File: src/rtl/piso_serializer_pkg.sv
// Shared types and sizing for the parallel-in serial-out serializer.
// The bit counter is sized for the widest legal word, so every WIDTH shares one counter width.
package piso_serializer_pkg;

    typedef enum logic {
        IDLE  = 1'b0,
        SHIFT = 1'b1
    } state_t;

    localparam int MAX_WIDTH = 32;
    localparam int CNT_W     = $clog2(MAX_WIDTH);

endpackage

File: src/rtl/piso_bit_counter.sv
// Bits-remaining counter: loads WIDTH-1 when a word is accepted and counts down to zero.
// A zero count while shifting marks the last bit of the word.
module piso_bit_counter
    import piso_serializer_pkg::*;
#(
    parameter int WIDTH = 4
) (
    input  logic clk,
    input  logic reset,
    input  logic clear,
    input  logic load,
    input  logic dec,
    output logic is_zero
);

    localparam logic [CNT_W-1:0] LOAD_VAL = CNT_W'(WIDTH - 1);

    logic [CNT_W-1:0] count;

    // clear overrides load, so an abort always wins over a new word.
    always_ff @(posedge clk or posedge reset) begin
        if (reset) begin
            count <= '0;
        end else if (clear) begin
            count <= '0;
        end else if (load) begin
            count <= LOAD_VAL;
        end else if (dec && (count != '0)) begin
            count <= count - 1'b1;
        end
    end

    assign is_zero = (count == '0);

endmodule

File: src/rtl/piso_serializer.sv
// Parallel-in serial-out serializer with flush and gapless back-to-back words.
// serial_out / serial_valid are registered; the first bit appears the cycle after acceptance.
module piso_serializer
    import piso_serializer_pkg::*;
#(
    parameter int WIDTH     = 4,
    parameter bit MSB_FIRST = 1'b1
) (
    input  logic             clk,
    input  logic             reset,
    input  logic [WIDTH-1:0] in_data,
    input  logic             in_valid,
    output logic             in_ready,
    input  logic             flush,
    output logic             serial_out,
    output logic             serial_valid,
    output logic             word_done,
    output logic             busy
);

    state_t           state;
    state_t           next_state;
    logic [WIDTH-1:0] shreg;
    logic             cnt_zero;
    logic             last_bit;
    logic             accept;
    logic             advance;

    function automatic logic first_bit(input logic [WIDTH-1:0] w);
        return MSB_FIRST ? w[WIDTH-1] : w[0];
    endfunction

    function automatic logic [WIDTH-1:0] shift_word(input logic [WIDTH-1:0] w);
        return MSB_FIRST ? (w << 1) : (w >> 1);
    endfunction

    // Handshake: a word transfers on a rising edge where in_valid && in_ready.
    // in_ready is combinational (IDLE, or the last bit of a SHIFT) and is forced low by flush.
    assign last_bit  = (state == SHIFT) && cnt_zero;
    assign in_ready  = !flush && ((state == IDLE) || last_bit);
    assign accept    = in_valid && in_ready;
    assign advance   = (state == SHIFT) && !last_bit && !flush;
    assign word_done = last_bit;
    assign busy      = (state == SHIFT);

    always_ff @(posedge clk or posedge reset) begin
        if (reset) begin
            state <= IDLE;
        end else begin
            state <= next_state;
        end
    end

    always_comb begin
        next_state = state;
        if (flush) begin
            next_state = IDLE;
        end else if (accept) begin
            next_state = SHIFT;
        end else if (last_bit) begin
            next_state = IDLE;
        end
    end

    piso_bit_counter #(
        .WIDTH (WIDTH)
    ) u_bit_counter (
        .clk     (clk),
        .reset   (reset),
        .clear   (flush),
        .load    (accept),
        .dec     (advance),
        .is_zero (cnt_zero)
    );

    // The first bit goes straight to serial_out on acceptance; shreg keeps the bits still to send.
    always_ff @(posedge clk or posedge reset) begin
        if (reset) begin
            shreg        <= '0;
            serial_out   <= 1'b0;
            serial_valid <= 1'b0;
        end else if (flush) begin
            shreg        <= '0;
            serial_out   <= 1'b0;
            serial_valid <= 1'b0;
        end else if (accept) begin
            shreg        <= shift_word(in_data);
            serial_out   <= first_bit(in_data);
            serial_valid <= 1'b1;
        end else if (advance) begin
            shreg        <= shift_word(shreg);
            serial_out   <= first_bit(shreg);
            serial_valid <= 1'b1;
        end else if (last_bit) begin
            shreg        <= '0;
            serial_out   <= 1'b0;
            serial_valid <= 1'b0;
        end
    end

endmodule

File: config.mk
export PLATFORM = sky130hd
export DESIGN_NAME = piso_serializer
export DESIGN_NICKNAME = d
export VERILOG_FILES = /design/src/rtl/piso_serializer_pkg.sv /design/src/rtl/piso_bit_counter.sv /design/src/rtl/piso_serializer.sv
export SDC_FILE = /design/constraint.sdc
export NUM_CORES = 1
export LEC_CHECK = 0
export CORE_AREA = 2 2 39 41
export DETAILED_ROUTE_END_ITERATION = 8
export DIE_AREA = 0 0 41 43
export DONT_BUFFER_PORTS = 1
export PLACE_DENSITY = 0.61
export RECOVER_POWER = 100
export SYNTH_ARGS = -nofsm -noshare
export SYNTH_HDL_FRONTEND = slang
export SYNTH_SLANG_ARGS = --single-unit
export TNS_END_PERCENT = 10
File: constraint.sdc
create_clock -name clk -period 1.87 [get_ports clk]
set_input_delay 0.2805 -clock clk [delete_from_list [all_inputs] [get_ports clk]]
set_output_delay 0.2805 -clock clk [all_outputs]
set_load 0.1 [all_outputs]
==> flow_metrics.env <==
export IMPL_async_flop_share_pct=100
export IMPL_place_gp_congestion=0.825
export IMPL_setup_worst_path_start_class="register"
export IMPL_initial_utilization_pct=43.8
export IMPL_final_common_cell="dfrtp_1"
export IMPL_cts_buffers=3
export IMPL_cts_htree_levels=1
export IMPL_core_sq_um=1380
export IMPL_drt_wl_total_um=1350
export IMPL_drt_initial_drc_count=7
export IMPL_synth_mux_area_share_pct=3.31
export IMPL_total_power_mw=0.682
export IMPL_avgSynthCellArea_sq_um=9.18
export IMPL_drc=0
export IMPL_timing_setup_tns_ps=-378
export IMPL_min_period_ps=2080
export IMPL_synthAdderAreaFrac_pct=2.07
export IMPL_ys_ff_latch=11
export IMPL_p_per_area_nw_per_um2=839
export IMPL_synth_edf_count=0
export IMPL_p_leak_nw=0.362
export IMPL_synth_xor_area_share_pct=0
export IMPL_cap_viol_max_count=0
export IMPL_layout_drive_gt1_share_pct=33.3
export IMPL_vias=555
export IMPL_path_max_fanout=2
export IMPL_syn_instance_count=66
export IMPL_yosys_area_top_type_share_pct=45.5
export IMPL_die_h_um=43
export IMPL_path_clk_slew_ps=70
export IMPL_drt_wirelength_per_cell_um=13.9
export IMPL_r2r_slack_ps=20
export IMPL_synth_area_top_cells="dfrtp_1, nand2_1, a31oi_1, nand3_1, a21o_1"
export IMPL_ys_warn_count=0
export IMPL_clk_latency_ps=270
export IMPL_via_per_inst=5.72
export IMPL_violations="setup timing"
export IMPL_worstMarginPinSlew_ps=556
export IMPL_grt_overflow=0
export IMPL_hold_worst_slack_ps=58.6
export IMPL_die_w_um=41
export IMPL_syn_nets=75
export IMPL_ios=13
export IMPL_ir_worst_vdd_mv=0.453
export IMPL_cts_path_max_buffers=2
export IMPL_register_area_sq_um=275
export IMPL_num_antenna_cells=0
export IMPL_min_from="flush"
export IMPL_area_growth_syn_to_layout_pct=34.3
export IMPL_final_hold_viol_count=0
export IMPL_status="complete, but fails checks"
export IMPL_dpl_hpwl_um=935
export IMPL_cts_tree="done"
export IMPL_setup_ws_ps=-207
export IMPL_synth_distinct_cells=27
export IMPL_grt_usage_pct=20.0
export IMPL_dieArea_sq_um=1760
export IMPL_nets=91
export IMPL_timing_rr_end="u_bit_counter.count[1]$_DFFE_PP0P_"
export IMPL_cts_num_sinks=11
export IMPL_critPathCaptureType="output port"
export IMPL_setup_viol=2
export IMPL_synth_top_area_cell="dfrtp_1"
export IMPL_portBuffers=0
export IMPL_arrival_ps=1800
export IMPL_fillers=121
export IMPL_synth_top_family_by_area="compound AO/OA/AOI/OAI gates"
export IMPL_rsz0062_at_grt="true"
export IMPL_slew_headroom_pct=63.0
export IMPL_seq_area_frac_synth_pct=45.5
export IMPL_first_pass_iters=4
export IMPL_crit_required_ps=1590
export IMPL_dpl_cell_area_sq_um=736
export IMPL_hp_class="input pin to register"
export IMPL_fmax_mhz=481
export IMPL_grt_pass1_wl_um=2390
export IMPL_min_delay_worst_endpoint="u_bit_counter.count[2]$_DFFE_PP0P_"
export IMPL_grt_pass1_vias=538
export IMPL_multi_input_area_sq_um=315
export IMPL_hold_depth=1
export IMPL_grt_max_degree=15
export IMPL_antenna_found_initial=0
export IMPL_most_common_layout_cells="dfrtp_1, buf_4, nand2_1, nand3_1, a31oi_1"
export IMPL_crit_type="register to output port"
export IMPL_fin_skew_ps=1.21
export IMPL_design_area_sq_um=813
export IMPL_fin_crit_sh_pct=111
export IMPL_maxSlewViolCount=0
export IMPL_clockRootBuffer="clkbuf_4"
export IMPL_synth_compound_area_share_pct=22.9
export IMPL_synth_ff_type="dfrtp_1"
export IMPL_rows=14
export IMPL_synth_simple_area_share_pct=18.0
export IMPL_synth_area_sq_um=606
export IMPL_r2r_start="u_bit_counter.count[0]$_DFFE_PP0P_"
export IMPL_ant_nets=0
export IMPL_worstRegToRegCells=7
-- per-stage QoR --
stage                     cells  setup slack, ps  utilization, %
final                        97             -207            58.8
after global routing         97             -266            58.8
after CTS                    97             -222            59.1
after detailed placement     89             10.1            53.2
after global placement       89             49.4            53.2
after floorplan              66             -326               -
-- where the power goes --
group / switching, mW / internal (mW)
Combinational: 0.143 / 0.0997
Clock: 0.0870 / 0.0827
Sequential: 0.0162 / 0.254
-- area by class of cell --
class / count / share of cell area [%]
multi-input combinational: 44 / 38.8
clock buffer: 4 / 3.23
timing repair buffer: 17 / 19.4
inverter: 5 / 2.31
tap: 16 / 2.46
sequential: 11 / 33.8
-- layer usage --
layer / global-route usage [%] / up-vias / part of all wire, %
met3: 3.14 / 2 / 5.1
met2: 27.5 / 19 / 46
met5: 0 / - / 0
li1: - / 267 / -
met4: 10.0 / 0 / 1.6
met1: 29.5 / 267 / 47
-- worst max-delay path, cell delays in order, from the launching register on --
cell and delay (ps):
dfrtp_1 390, inv_2 80, ha_4 120, or4b_4 470
buf_6 150, a21oi_4 130, buf_12 190
-- flip-flops by register name, summed over array words and instances, names as in the netlist --
name and flops:
u_bit_counter.count 5, shreg 3, busy 1, serial_out 1, serial_valid 1
-- cells in the mapped netlist (2+ instances only) --
library cell,count
a21o_1,3
a21oi_1,4
a31oi_1,4
clkbuf_1,3
dfrtp_1,11
inv_1,5
mux2i_1,2
nand2_1,8
nand3_1,5
nor2_1,4
-- kinds of logic after synthesis --
group,count (synthesis)
adder cells (fa/ha/maj),1
buffers and inverters,11
flip-flops,11
multiplexers,2
AO/OA/AOI/OAI,19
AND/OR/NAND/NOR,22
-- worst max path at each step --
stage / from / to / slack [ps] / cells past startpoint
3_3_place_gp: u_bit_counter.count[0]$_DFFE_PP0P_ / in_ready / 50 / 6
5_1_grt: u_bit_counter.count[1]$_DFFE_PP0P_ / in_ready / -270 / 6
4_1_cts: u_bit_counter.count[1]$_DFFE_PP0P_ / in_ready / -220 / 6
6_report: u_bit_counter.count[0]$_DFFE_PP0P_ / in_ready / -210 / 6
2_1_floorplan: u_bit_counter.count[0]$_DFFE_PP0P_ / in_ready / -330 / 6
3_5_place_dp: u_bit_counter.count[0]$_DFFE_PP0P_ / in_ready / 10 / 6
-- repair_timing --
| action | in CTS | in global routing |
|---|---|---|
| gates resized for setup | 7 | 0 |
| endpoints found under the hold margin | 11 | 0 |
| pin swaps | 2 | 1 |
| hold buffers | 1 | 0 |
| setup endpoints to repair | 2 | 3 |
| buffers inserted | 3 | 0 |
No activity file was read; power rests on OpenSTA's default activity.
